### config.mk
export PLATFORM = sky130hd
export DESIGN_NAME = spi_flash_ctrl
export DESIGN_NICKNAME = d
export VERILOG_FILES = /design/src/rtl/spi_flash_ctrl.sv
export SDC_FILE = /design/constraint.sdc
export NUM_CORES = 1
export LEC_CHECK = 0
export CAP_MARGIN = 10
export CORE_MARGIN = 4
export CORE_UTILIZATION = 30
export CTS_CLUSTER_DIAMETER = 40
export DETAILED_ROUTE_END_ITERATION = 12
export GPL_ROUTABILITY_DRIVEN = 0
export PLACE_DENSITY = 0.65
export SYNTH_ARGS = -nofsm -noshare
export SYNTH_HDL_FRONTEND = slang
export SYNTH_SLANG_ARGS = --single-unit
### constraint.sdc
create_clock -name clk -period 1.9 [get_ports clk]
set_clock_uncertainty 0.05 [all_clocks]
set_input_delay 0.38 -clock clk [delete_from_list [all_inputs] [get_ports clk]]
set_output_delay 0.38 -clock clk [all_outputs]
set_load 0.02 [all_outputs]
### src/rtl/spi_flash_ctrl.sv
`default_nettype none
// ============================================================================
// Module   : spi_flash_ctrl
// Purpose  : SPI mode-0 master for the configuration flash, driven from the
//            J1 IO bus. Contains one MSB-first byte engine with a programmable
//            SCLK half-period divider and a software chip select. An optional
//            read-command sequencer issues a 0x03 header and then streams
//            flash bytes one DATA read at a time.
// Config   : define SPI_FLASH_READSEQ_EN to compile in the read sequencer.
// Ports    : clk, resetq (async active-low)
//            sel, io_rd, io_wr, reg_idx[1:0], io_dout[15:0] - IO bus side
//            rdata[15:0] - register read data (0 when not selected)
//            busy        - byte transfer / header in progress
//            sclk, mosi, ss_n, miso - SPI pins
// Registers: 0 DATA  W: start byte  R: {8'd0, rx_byte}
//            1 CTRL  W: [0] cs, [1] clear ovr, [15:8] div
//                    R: {div, 4'd0, seq_active, ovr, cs, busy}
//            2 SEQ   W: start read at {io_dout, 8'h00} (sequencer builds only)
// Revision : 1.0 - initial release
// ============================================================================
module spi_flash_ctrl #(
  parameter int DIV_W     = 8,
  parameter int RESET_DIV = 3
) (
  input  logic        clk,
  input  logic        resetq,
  input  logic        sel,
  input  logic        io_rd,
  input  logic        io_wr,
  input  logic [1:0]  reg_idx,
  input  logic [15:0] io_dout,
  output logic [15:0] rdata,
  output logic        busy,
  output logic        sclk,
  output logic        mosi,
  output logic        ss_n,
  input  logic        miso
);

  typedef enum logic {ENG_IDLE, ENG_SHIFT} eng_state_t;

  eng_state_t       eng_q, eng_d;
  logic [DIV_W-1:0] div_q;
  logic [DIV_W-1:0] cnt_q;
  logic [3:0]       phase_q;
  logic [7:0]       sr_q;
  logic [7:0]       rx_q;
  logic             ovr_q;

  logic wr_data, wr_ctrl, wr_seq, rd_data;
  assign wr_data = sel && io_wr && (reg_idx == 2'd0);
  assign wr_ctrl = sel && io_wr && (reg_idx == 2'd1);
  assign wr_seq  = sel && io_wr && (reg_idx == 2'd2);
  assign rd_data = sel && io_rd && (reg_idx == 2'd0);

  // A phase boundary is the last clk of a phase; the byte ends on the
  // boundary of phase 15.
  logic boundary, last;
  assign boundary = (eng_q == ENG_SHIFT) && (cnt_q == '0);
  assign last     = boundary && (phase_q == 4'd15);
  assign busy     = (eng_q == ENG_SHIFT);

  logic       seq_load;
  logic [7:0] seq_byte;
  logic       seq_cs;
  logic       seq_active;
  logic       seq_reject;

`ifdef SPI_FLASH_READSEQ_EN
  typedef enum logic [2:0] {
    SEQ_IDLE, SEQ_HDR0, SEQ_HDR1, SEQ_HDR2, SEQ_HDR3, SEQ_STREAM
  } seq_state_t;

  seq_state_t  seq_q, seq_d;
  logic [15:0] addr_q;

  always_ff @(posedge clk or negedge resetq) begin
    if (!resetq) begin
      seq_q  <= SEQ_IDLE;
      addr_q <= '0;
    end else begin
      seq_q <= seq_d;
      if (wr_seq && !busy) addr_q <= io_dout;
    end
  end

  // Each HDRn state names the header byte currently on the wire; the next
  // byte is chained on the completion edge so the engine never idles.
  always_comb begin
    seq_d    = seq_q;
    seq_load = 1'b0;
    seq_byte = 8'h00;
    seq_cs   = 1'b0;
    if (wr_ctrl && !io_dout[0]) begin
      seq_d = SEQ_IDLE;
    end else if (wr_seq && !busy) begin
      seq_d    = SEQ_HDR0;
      seq_load = 1'b1;
      seq_byte = 8'h03;
      seq_cs   = 1'b1;
    end else begin
      case (seq_q)
        SEQ_HDR0: if (last) begin seq_d = SEQ_HDR1;   seq_load = 1'b1; seq_byte = addr_q[15:8]; end
        SEQ_HDR1: if (last) begin seq_d = SEQ_HDR2;   seq_load = 1'b1; seq_byte = addr_q[7:0];  end
        SEQ_HDR2: if (last) begin seq_d = SEQ_HDR3;   seq_load = 1'b1; end
        SEQ_HDR3: if (last) begin seq_d = SEQ_STREAM; seq_load = 1'b1; end
        SEQ_STREAM: if (rd_data && !busy) seq_load = 1'b1;
        default: seq_d = SEQ_IDLE;
      endcase
    end
  end

  assign seq_active = (seq_q == SEQ_STREAM);
  assign seq_reject = wr_seq && busy;
`else
  assign seq_load   = 1'b0;
  assign seq_byte   = 8'h00;
  assign seq_cs     = 1'b0;
  assign seq_active = 1'b0;
  assign seq_reject = 1'b0;
  logic unused_seq;
  assign unused_seq = ^{io_rd, wr_seq, rd_data};
`endif

  // Byte launch: sequencer requests and software DATA writes never coincide
  // (chaining only happens while busy, and starts need distinct strobes).
  logic       load;
  logic [7:0] load_byte;
  always_comb begin
    load      = 1'b0;
    load_byte = io_dout[7:0];
    if (seq_load) begin
      load      = 1'b1;
      load_byte = seq_byte;
    end else if (wr_data && !busy) begin
      load = 1'b1;
    end
  end

  always_comb begin
    eng_d = eng_q;
    if (load)      eng_d = ENG_SHIFT;
    else if (last) eng_d = ENG_IDLE;
  end

  always_ff @(posedge clk or negedge resetq) begin
    if (!resetq) eng_q <= ENG_IDLE;
    else         eng_q <= eng_d;
  end

  always_ff @(posedge clk or negedge resetq) begin
    if (!resetq) begin
      cnt_q   <= '0;
      phase_q <= 4'd0;
      sr_q    <= 8'h00;
      rx_q    <= 8'h00;
      sclk    <= 1'b0;
      mosi    <= 1'b0;
    end else begin
      if (last) rx_q <= sr_q;
      if (load) begin
        sr_q    <= load_byte;
        mosi    <= load_byte[7];
        phase_q <= 4'd0;
        cnt_q   <= div_q;
        sclk    <= 1'b0;
      end else if (last) begin
        sclk <= 1'b0;
      end else if (boundary) begin
        phase_q <= phase_q + 4'd1;
        cnt_q   <= div_q;
        if (!phase_q[0]) begin
          // Entering a high phase: capture MISO as SCLK rises.
          sclk <= 1'b1;
          sr_q <= {sr_q[6:0], miso};
        end else begin
          // Entering a low phase: present the next bit (already shifted up).
          sclk <= 1'b0;
          mosi <= sr_q[7];
        end
      end else if (eng_q == ENG_SHIFT) begin
        cnt_q <= cnt_q - DIV_W'(1);
      end
    end
  end

  // Chip select is held as ss_n directly so the pin is a plain flop output.
  always_ff @(posedge clk or negedge resetq) begin
    if (!resetq) begin
      ss_n  <= 1'b1;
      div_q <= DIV_W'(RESET_DIV);
      ovr_q <= 1'b0;
    end else begin
      if (wr_ctrl) begin
        ss_n  <= ~io_dout[0];
        div_q <= DIV_W'(io_dout[15:8]);
      end else if (seq_cs) begin
        ss_n <= 1'b0;
      end
      if (wr_ctrl && io_dout[1])              ovr_q <= 1'b0;
      else if ((wr_data && busy) || seq_reject) ovr_q <= 1'b1;
    end
  end

  logic [7:0] div_field;
  assign div_field = 8'(div_q);

  always_comb begin
    rdata = 16'h0000;
    if (sel) begin
      case (reg_idx)
        2'd0:    rdata = {8'h00, rx_q};
        2'd1:    rdata = {div_field, 4'h0, seq_active, ovr_q, ~ss_n, busy};
        default: rdata = 16'h0000;
      endcase
    end
  end

endmodule
`default_nettype wire

==> results.txt, run 1 <==
----------------------------------------------------
[Status]
  Run status ... complete, no violations

[Setup path]
  Endpoint type of the worst setup path ... primary output
  R2r startpoint ... cnt_q[0]
  Endpoint of the lowest-slack register-to-register path ... cnt_q[7]
  Worst Setup Path Type ... input port to primary output
  Register-to-register path setup slack ... between 0.1 and 0.15 ns
  Slowest CP cell ... sky130_fd_sc_hd__and3b_2
  Required time at the worst-slack endpoint ... between 1 and 1.5 ns
  Longest individual stage delay on the worst path ... around 0.33 ns
  Arrival time reported for the critical path endpoint ... ~1.4 ns
  Register-to-Register Path Depth ... 9
  Type of origin of the critical path ... input port
  Ordered list of cells on the worst path ... dlygate4sd2_1 > and3b_2 > buf_6 > and2_1 > buf_4
  Crit path max fanout ... 5

[Global routing]
  Vias in the first global route ... roughly 1800
  Number of antenna violations at the first check in global routing ... 0
  Overall routing resource usage ... 13.09%
  Wire length of the first global-routing pass ... roughly 8.9 mm
  Remaining global-route overflow ... 0
  Maximum number of pins on one net before global-route repair ... 42

[CTS]
  Clock transition at path regs ... around 0.07 ns
  Post-CTS Hold Fix Bufs ... 0
  Clock tree sinks ... 41
  Cell at the root of the clock tree ... sky130_fd_sc_hd__clkbuf_8
  Clock Latency Late Sink ... ~0.3 ns
  CTS tree ... yes
  Buffers from clock root to sink, at most ... 2
  Number of CTS-inserted buffers ... 5
  Clock H-tree levels ... 2

[STA]
  Max Fclk ... about 0.55 GHz
  Worst hold slack after final layout ... around 0.088 ns
  Sum Neg Setup Slack ... 0 ns
  Final Max Slew Viols ... 0
  Worst slew pin tran ... 0.5404 ns
  Minimum clock period ... roughly 1.8 ns
  Post-route clock period utilization ... between 90% and 100%
  Final Hold Viols ... 0
  Max_slew headroom ... a little under two thirds
  RSZ-0062 raised after global routing ... yes
  # setup viols final ... 0

[Placed design]
  Port bufs ... 42
  HPWL after detailed placement ... 3.687 mm

[Synthesis]
  Cell variety after synth ... 44
  Yosys warns ... 0
  Synth Instances ... just over 200
  Synth Area per Inst ... between 10 and 15 sq um
  Top post-synthesis cells by area ... sky130_fd_sc_hd__dfrtp_1, sky130_fd_sc_hd__mux2_2, sky130_fd_sc_hd__nand2_1
  Total nets after synthesis ... 230
  Number of synthesized register bits ... between 40 and 50
  Post-synth ARST share ... between 90% and 100%
  Cell area after technology mapping ... approximately 2100 sq um
  Sequential fraction of the synthesis area ... about 49%
  Post-synth top flop ... sky130_fd_sc_hd__dfrtp_1
  Fraction of synthesized cell area taken by the top area cell type ... 45.16%
  Library cell with the largest summed area after synthesis ... sky130_fd_sc_hd__dfrtp_1
  Number of enable flip-flop cells after synthesis ... 0

[Cells and area]
  Fraction of final layout cells with drive strength greater than 1 ... a little over a third
  Synthesis-to-finish area growth ... 40.23%
  Antenna cell count ... 0
  Post-layout nets ... 308

[Die]
  Starting density of the core ... a little under a third
  Count of pins on the block boundary ... 44
  Core Footprint ... approximately 6800 sq um
  Number of standard-cell rows in the floorplan ... 30
  Die Height ... about 90 microns
  Area enclosed by the die boundary ... 8424 sq um
  Width of the chip ... 91.78 microns

[Detailed routing]
  Via-per-instance ratio ... roughly 4.7
  Number of vias in the routed layout ... approximately 1800
  Detailed Route Iter0 Violations ... 105
  Mean routed wirelength per cell ... roughly 14 microns
  Final WL ... about 5.3 mm
  Detailed-routing iteration count for the pre-antenna-repair pass ... 4
  Antenna Violating Nets Remaining ... 0
  DRC violations left ... 0

[Power]
  IR drop worst, VDD ... ~0.00052 V
  Static Leakage ... between 0.001 and 0.0015 uW
  Power density cells ... about 1000 nW/um^2

[Hold path]
  Class of the most critical hold timing path ... input port to async pin

[Job]
  Total of max-cap violations ... 0

----------------------------------------------------
## routing by layer
layer  wire length, microns  GRT usage (%)  part of all wire (%)
met3                    232          2.543                   4.4
met2                   2674          23.25                    51
met5                      0              0                     0
met1                   2275          15.75                    43
met4                    107          4.455                   2.0
## cells by family (layout without fill, tap and decap cells)
| family | Yosys count | count (layout) | share of synthesized area [%] |
|---|---|---|---|
| compound gates | 43 | 43 | 13.84 |
| xor+xnor | 2 | 2 | 0.8320 |
| fa+ha+maj | 3 | 3 | 1.783 |
| buf+inv | 14 | 93 | 3.684 |
| flops | 41 | 41 | 48.90 |
| mux | 19 | 19 | 10.04 |
| simple gates | 81 | 81 | 20.92 |
## through the flow
stage          area, sq um  worst slack, ns  std cells  power [uW]  utilization, %
3_5_place_dp          2835          -0.5650        364        2405           41.73
4_1_cts               2925          0.01662        378        2979           43.06
6_report              2953          0.09208        378        2960           43.46
5_1_grt               2953         -0.01421        378        3172           43.46
3_3_place_gp          2835          -0.5359        364        2351           41.73
2_1_floorplan         2106          0.02489        203        1919               -
## area by class of cell
class	instances	area, sq um
Clock buffer	6	72.57
Clock inverter	2	10.01
Fill cell	662	3841
Inverter	5	18.77
Multi-Input combinational cell	148	1031
Sequential cell	41	1030
Tap cell	96	120.1
Timing Repair Buffer	80	670.6
## registers in the layout, indices dropped and copies added, names as in the netlist
signal and count:
sr_q 8, div_field 8, mosi 1, busy 1
ovr_q 1, cnt_q 8, phase_q 4, ss_n 1
rx_q 8, sclk 1
## worst max path at each step
| stage | slack [ns] | end | start | cells after the start |
|---|---|---|---|---|
| after floorplan | 0.02 | cnt_q[4] | cnt_q[0] | 8 |
| after global placement | -0.54 | rdata[9] | reg_idx[1] | 5 |
| after detailed placement | -0.56 | rdata[12] | reg_idx[0] | 5 |
| after CTS | 0.02 | busy | busy | 2 |
| after global routing | -0.01 | cnt_q[7] | cnt_q[1] | 9 |
| final | 0.09 | rdata[12] | reg_idx[1] | 5 |
## Yosys cell counts, drive strengths merged (3+ instances only)
master and instances:
inv 5, ha 3, nand3 3, nand4 4
mux2 17, nand2 31, and2 14, dfrtp 38
nor2 13, a21oi 7, buf 8, o21ai 14
a31oi 10, dfstp 3
## power breakdown
| part | internal [uW] | switching [uW] | total [uW] |
|---|---|---|---|
| clock network | 255 | 309 | 564 |
| logic | 544 | 478 | 1020 |
| registers | 1160 | 217 | 1370 |
## worst max-delay path, delay by kind of cell
family / cells / cell delay, ns
buf+inv: 3 / 0.54
simple gates: 2 / 0.46
## layout by cell type (no fill, tap or decap), drive strengths merged, types with 4 or more instances in the layout
cell and n:
a21oi 7, a31oi 10, and2 14, buf 55
clkbuf 6, clkdlybuf4s50 20, dfrtp 38, inv 5
mux2 17, nand2 31, nand4 4, nor2 13
o21ai 14
## what timing repair did
action	CTS	global route
endpoints found under the setup margin	35	13
gates cloned	2	0
pin swaps	2	0
resized for setup	86	11
setup buffers	4	0
Power figures use the tool's default switching activity.
==> run 2, diff against run 1 <==
--- a/config.mk
+++ b/config.mk
@@ -7,11 +7,11 @@
 export LEC_CHECK = 0
 export CAP_MARGIN = 10
 export CORE_MARGIN = 4
-export CORE_UTILIZATION = 30
+export CORE_UTILIZATION = 46
 export CTS_CLUSTER_DIAMETER = 40
 export DETAILED_ROUTE_END_ITERATION = 12
 export GPL_ROUTABILITY_DRIVEN = 0
-export PLACE_DENSITY = 0.65
+export PLACE_DENSITY = 0.87
 export SYNTH_ARGS = -nofsm -noshare
 export SYNTH_HDL_FRONTEND = slang
 export SYNTH_SLANG_ARGS = --single-unit
==> results.txt, run 2 (synthesized netlist as in run 1, its figures left out) <==
----------------------------------------------------
[Global routing]
  Overall routing resource usage ... 19.72% (was 13.09%)
  Number of antenna violations at the first check in global routing ... 0 (unchanged)
  Remaining global-route overflow ... 0 (unchanged)
  Vias in the first global route ... 1870 (was 1843)
  Maximum number of pins on one net before global-route repair ... 24 (was 42)
  Wire length of the first global-routing pass ... 8.411 mm (was 8.907 mm)

[Setup path]
  Type of origin of the critical path ... flop (was input port)
  Arrival time reported for the critical path endpoint ... 2.01 ns (was 1.38 ns)
  Register-to-Register Path Depth ... 7 (was 9)
  Worst Setup Path Type ... flop to flop (was input port to primary output)
  Required time at the worst-slack endpoint ... 2.08 ns (was 1.47 ns)
  Endpoint type of the worst setup path ... flop (was primary output)
  Crit path max fanout ... 6 (was 5)

[Detailed routing]
  Detailed Route Iter0 Violations ... 82 (was 105)
  Via-per-instance ratio ... 5.568 (was 4.706)
  DRC violations left ... 0 (unchanged)
  Number of vias in the routed layout ... 1843 (was 1779)
  Antenna Violating Nets Remaining ... 0 (unchanged)
  Detailed-routing iteration count for the pre-antenna-repair pass ... 4 (unchanged)
  Final WL ... 5.198 mm (was 5.289 mm)
  Mean routed wirelength per cell ... 15.70 microns (was 13.99 microns)

[Power]
  Net switching power figure ... 1017 uW (was 1005 uW)
  Power density cells ... 1045 nW/um^2 (was 1003 nW/um^2)
  Sequential power share ... 45.8% (was 46.4%)
  Overall power consumption ... 3024 uW (was 2960 uW)
  IR drop worst, VDD ... 0.0007401 V (was 0.0005219 V)
  Internal Power ... 2007 uW (was 1956 uW)
  Share of power burned in the clock network ... 21.3% (was 19.0%)
  Combinational power share ... 32.9% (was 34.5%)
  Static Leakage ... 0.001418 uW (was 0.001423 uW)
  Fraction of power spent switching nets ... 33.64% (was 33.93%)

[Placed design]
  HPWL after detailed placement ... 3.795 mm (was 3.687 mm)
  Placed Cells incl. Taps ... 317 (was 364)
  Placed Area ... 2758 sq um (was 2835 sq um)
  Port bufs ... 42 (unchanged)

[STA]
  # setup viols final ... 0 (unchanged)
  Max Fclk ... 0.5455 GHz (was 0.5531 GHz)
  Sum Neg Setup Slack ... 0 ns (unchanged)
  Max_slew headroom ... 67.20% (was 63.97%)
  Minimum clock period ... 1.833 ns (was 1.808 ns)
  Final Max Slew Viols ... 0 (unchanged)
  RSZ-0062 raised after global routing ... yes (unchanged)
  Post-route clock period utilization ... 96.49% (was 95.15%)
  Final Hold Viols ... 0 (unchanged)
  Worst slew pin tran ... 0.4909 ns (was 0.5404 ns)

[Cells and area]
  Utilization after layout ... 66.04% (was 43.46%)
  Summed area of non-filler cells in the final layout ... 2895 sq um (was 2953 sq um)
  Fraction of final layout cells with drive strength greater than 1 ... 35.13% (was 35.82%)
  Synthesis-to-finish area growth ... 37.49% (was 40.23%)
  Antenna cell count ... 0 (unchanged)
  Commonest non-fill, non-tap cells in the layout ... sky130_fd_sc_hd__dfrtp_1, sky130_fd_sc_hd__nand2_1, sky130_fd_sc_hd__buf_4 (was sky130_fd_sc_hd__buf_4, sky130_fd_sc_hd__dfrtp_1, sky130_fd_sc_hd__nand2_1)
  Post-layout nets ... 305 (was 308)
  Fill cells ... 330 (was 662)
  Final cell count without fillers ... 331 (was 378)
  Leading cell type in the layout, fill and taps excluded ... sky130_fd_sc_hd__dfrtp_1 (was sky130_fd_sc_hd__buf_4)

[Die]
  Starting density of the core ... 48.03% (was 30.99%)
  Width of the chip ... 75.66 microns (was 91.78 microns)
  Number of standard-cell rows in the floorplan ... 24 (was 30)
  Count of pins on the block boundary ... 44 (unchanged)
  Area enclosed by the die boundary ... 5724 sq um (was 8424 sq um)
  Core Footprint ... 4384 sq um (was 6794 sq um)
  Die Height ... 75.66 microns (was 91.78 microns)

[Status]
  Run status ... complete, no violations (unchanged)

[CTS]
  Clock tree sinks ... 41 (unchanged)
  Cell at the root of the clock tree ... sky130_fd_sc_hd__clkbuf_8 (unchanged)
  Clock H-tree levels ... 2 (unchanged)
  Number of CTS-inserted buffers ... 5 (unchanged)
  Clock transition at path regs ... 0.08 ns (was 0.07 ns)
  Buffers from clock root to sink, at most ... 2 (unchanged)
  CTS tree ... yes (unchanged)
  Clock Latency Late Sink ... 0.30 ns (about the same)

[Job]
  Total of max-cap violations ... 0 (unchanged)

[Hold path]
  Depth of the worst hold-timing path ... 2
  Class of the most critical hold timing path ... flop to flop (was input port to async pin)

----------------------------------------------------
==> run 2: worst paths after layout <==
path | start | endpoint | slack, ns
min | ss_n | ss_n | 0.44
max in group asynchronous | resetq | ss_n | 0.75
max reg2reg | cnt_q[0] | sclk | 0.07
min reg2reg | ss_n | ss_n | 0.44
min in group asynchronous | resetq | div_field[5] | 0.50
max | cnt_q[0] | sclk | 0.07
==> run 2: final cells by class <==
cell class | instances | area [sq um] | share of cell area (%)
Clock buffer | 7 | 96.34 | 3.328
Sequential cell | 41 | 1030 | 35.57
Multi-Input combinational cell | 148 | 1027 | 35.48
Tap cell | 52 | 65.06 | 2.247
Timing Repair Buffer | 77 | 649.4 | 22.43
Inverter | 5 | 18.77 | 0.6482
Clock inverter | 1 | 8.758 | 0.3025
==> run 2: through the flow <==
stage / hold slack [ns] / setup slack (ns)
after detailed placement: 0.2993 / -0.5996
after global placement: 0.3001 / -0.5290
final: 0.4428 / 0.06667
after global routing: 0.4598 / -0.02742
after CTS: 0.4520 / 0.01109
after floorplan: 0.03441 / 0.02489
==> run 2: routing by layer <==
metal / global-route usage (%) / share of wire [%]
met5: 0 / 0
met4: 6.990 / 1.5
met3: 6.069 / 6.5
met2: 34.32 / 52
met1: 22.91 / 40
==> run 2: what timing repair did <==
item | 4_1_cts | 5_1_grt
setup endpoints to repair | 36 | 14
buffers inserted | 1 | 3
pin swaps | 2 | 3
cloned | 1 | 0
endpoints found under the hold margin | 16 | 0
hold buffers | 1 | 0
resized for setup | 80 | 10
==> run 2: power groups by stage <==
| stage | clock [uW] | combinational, uW | sequential, uW |
|---|---|---|---|
| final | 645 | 995 | 1380 |
| after global routing | 693 | 1110 | 1420 |
| after CTS | 651 | 982 | 1380 |
| after detailed placement | 0 | 979 | 1400 |
| after global placement | 0 | 929 | 1380 |
| after floorplan | 0 | 510 | 1410 |
==> run 2: critical path: stages (launching register included) <==
cell,delay (ns)
sky130_fd_sc_hd__dfrtp_1,0.40
sky130_fd_sc_hd__inv_2,0.07
sky130_fd_sc_hd__ha_1,0.15
sky130_fd_sc_hd__and4bb_2,0.31
sky130_fd_sc_hd__nand2_4,0.09
sky130_fd_sc_hd__buf_6,0.15
sky130_fd_sc_hd__or3_2,0.46
sky130_fd_sc_hd__nand2_1,0.08
==> run 3, diff against run 2 <==
--- a/config.mk
+++ b/config.mk
@@ -12,6 +12,7 @@
 export DETAILED_ROUTE_END_ITERATION = 12
 export GPL_ROUTABILITY_DRIVEN = 0
 export PLACE_DENSITY = 0.87
+export RECOVER_POWER = 50
 export SYNTH_ARGS = -nofsm -noshare
 export SYNTH_HDL_FRONTEND = slang
 export SYNTH_SLANG_ARGS = --single-unit
==> results.txt, run 3 (synthesized netlist as in run 1, its figures left out) <==
----------------------------------------------------
[STA]
  Worst slew pin tran ... 1.093 ns (was 0.4909 ns)
  Post-route clock period utilization ... 96.60% (was 96.49%)
  Post-route setup slack ... 0.06465 ns (was 0.06667 ns)
  # setup viols final ... 0 (unchanged)
  Minimum clock period ... 1.835 ns (was 1.833 ns)
  Max Fclk ... 0.5449 GHz (was 0.5455 GHz)
  Final Hold Viols ... 0 (unchanged)
  RSZ-0062 raised after global routing ... yes (unchanged)
  Max_slew headroom ... 27.12% (was 67.20%)
  Final Max Slew Viols ... 0 (unchanged)

[Die]
  Number of standard-cell rows in the floorplan ... 24 (unchanged)
  Starting density of the core ... 48.03% (unchanged)
  Die Height ... 75.66 microns (unchanged)
  Width of the chip ... 75.66 microns (unchanged)
  Area enclosed by the die boundary ... 5724 sq um (unchanged)
  Core Footprint ... 4384 sq um (unchanged)
  Count of pins on the block boundary ... 44 (unchanged)

[Global routing]
  Number of antenna violations at the first check in global routing ... 0 (unchanged)
  Remaining global-route overflow ... 0 (unchanged)
  Maximum number of pins on one net before global-route repair ... 24 (unchanged)
  Wire length of the first global-routing pass ... 8.411 mm (unchanged)
  Vias in the first global route ... 1870 (unchanged)
  Overall routing resource usage ... 19.72% (unchanged)

[Setup path]
  Endpoint of the lowest-slack register-to-register path ... sclk (unchanged)
  Launching element of the worst setup path ... busy (was cnt_q[0])
  Register-to-register path setup slack ... 0.07 ns (about the same)
  Required time at the worst-slack endpoint ... 1.47 ns (was 2.08 ns)
  Worst Setup Path Type ... flop to primary output (was flop to flop)
  Arrival time reported for the critical path endpoint ... 1.41 ns (was 2.01 ns)
  Type of origin of the critical path ... flop (unchanged)
  Capturing instance or port of the critical path ... busy (was sclk)
  Register-to-Register Path Depth ... 7 (unchanged)
  Crit path max fanout ... 7 (was 6)
  R2r startpoint ... cnt_q[0] (unchanged)
  Endpoint type of the worst setup path ... primary output (was flop)

[Power]
  Internal Power ... 2006 uW (was 2007 uW)
  IR drop worst, VDD ... 0.0007411 V (was 0.0007401 V)
  Fraction of power spent switching nets ... 33.63% (was 33.64%)
  Power density cells ... 1046 nW/um^2 (was 1045 nW/um^2)
  Share of power burned in the clock network ... 21.4% (was 21.3%)
  Static Leakage ... 0.001413 uW (was 0.001418 uW)
  Sequential power share ... 45.8% (about the same)
  Combinational power share ... 32.9% (about the same)
  Net switching power figure ... 1017 uW (about the same)

[CTS]
  Clock transition at path regs ... 0.08 ns (about the same)
  Clock H-tree levels ... 2 (unchanged)
  CTS tree ... yes (unchanged)
  Number of CTS-inserted buffers ... 5 (unchanged)
  Cell at the root of the clock tree ... sky130_fd_sc_hd__clkbuf_8 (unchanged)
  Clock Latency Late Sink ... 0.30 ns (about the same)
  Buffers from clock root to sink, at most ... 2 (unchanged)
  Clock tree sinks ... 41 (unchanged)

[Job]
  Total of max-cap violations ... 0 (unchanged)

[Detailed routing]
  Mean routed wirelength per cell ... 15.62 microns (was 15.70 microns)
  Metal1 wirelength ... 2.003 mm (was 2.059 mm)
  Via-per-instance ratio ... 5.595 (was 5.568)
  Antenna Violating Nets Remaining ... 0 (unchanged)
  Detailed Route Iter0 Violations ... 75 (was 82)
  Detail Route met3 WL ... 392 microns (was 338 microns)
  Final WL ... 5.169 mm (was 5.198 mm)
  Detailed-routing iteration count for the pre-antenna-repair pass ... 4 (unchanged)
  DRC violations left ... 0 (unchanged)
  Routed length on met2 ... 2.688 mm (was 2.724 mm)
  Number of vias in the routed layout ... 1852 (was 1843)
  Highest signal layer in the routed design ... met4 (unchanged)

[Cells and area]
  Summed area of non-filler cells in the final layout ... 2890 sq um (was 2895 sq um)
  Utilization after layout ... 65.92% (was 66.04%)
  Commonest non-fill, non-tap cells in the layout ... sky130_fd_sc_hd__dfrtp_1, sky130_fd_sc_hd__nand2_1, sky130_fd_sc_hd__buf_4 (unchanged)
  Post-layout nets ... 305 (unchanged)
  Synthesis-to-finish area growth ... 37.25% (was 37.49%)
  Leading cell type in the layout, fill and taps excluded ... sky130_fd_sc_hd__dfrtp_1 (unchanged)
  Fraction of final layout cells with drive strength greater than 1 ... 34.41% (was 35.13%)
  Antenna cell count ... 0 (unchanged)

[Hold path]
  Class of the most critical hold timing path ... flop to flop (unchanged)

[Placed design]
  Placed Area ... 2758 sq um (unchanged)
  Worst setup slack before clock tree synthesis ... -0.5996 ns (unchanged)
  HPWL after detailed placement ... 3.795 mm (unchanged)
  Port bufs ... 42 (unchanged)

[Status]
  Run status ... complete, no violations (unchanged)

----------------------------------------------------
run 3: worst max-delay path, stage by stage, from the launching register on:
cell and delay, ns:
sky130_fd_sc_hd__dfrtp_1 0.34, sky130_fd_sc_hd__buf_4 0.15, sky130_fd_sc_hd__clkdlybuf4s50_1 0.62
run 3: repair_timing:
action / 4_1_cts / 5_1_grt
endpoints found under the hold margin: 16 / 0
hold buffers: 1 / 0
cloned: 1 / 0
gates resized for setup: 80 / 10
setup buffers: 1 / 3
setup endpoints to repair: 36 / 14
pin swaps: 2 / 3
run 3: routing by layer:
metal | GRT usage [%] | up-vias
li1 | - | 868
met1 | 22.91 | 895
met2 | 34.32 | 79
met3 | 6.069 | 10
met4 | 6.990 | 0
met5 | 0 | -
run 3: worst min-delay path by stage:
stage / end / cells after the start / from
after detailed placement: div_field[7] / 1 / resetq
after global placement: div_field[7] / 1 / resetq
after CTS: ss_n / 2 / ss_n
after global routing: rx_q[3] / 1 / rx_q[3]
final: ss_n / 2 / ss_n
after floorplan: busy / 0 / resetq
run 3: power groups by stage:
stage	Sequential [uW]	Clock (uW)	Combinational [uW]
3_5_place_dp	1400	0	979
2_1_floorplan	1410	0	510
4_1_cts	1380	651	982
3_3_place_gp	1380	0	929
5_1_grt	1420	693	1100
6_report	1380	646	993
run 3: final cells by class:
| cell class | instances | area (sq um) |
|---|---|---|
| Sequential cell | 41 | 1030 |
| Fill cell | 333 | 1494 |
| Clock buffer | 7 | 96.34 |
| Multi-Input combinational cell | 148 | 1027 |
| Timing Repair Buffer | 77 | 644.4 |
| Clock inverter | 1 | 8.758 |
| Tap cell | 52 | 65.06 |
| Inverter | 5 | 18.77 |
run 3: stage by stage:
stage                     hold WS, ns  total power (uW)  setup TNS, ns  instances
after floorplan               0.03441              1919              0        203
after detailed placement       0.2993              2377         -17.54        317
after CTS                      0.4520              3016              0        328
after global placement         0.3001              2307         -15.16        317
final                          0.4439              3023              0        331
after global routing           0.4598              3222       -0.06046        331
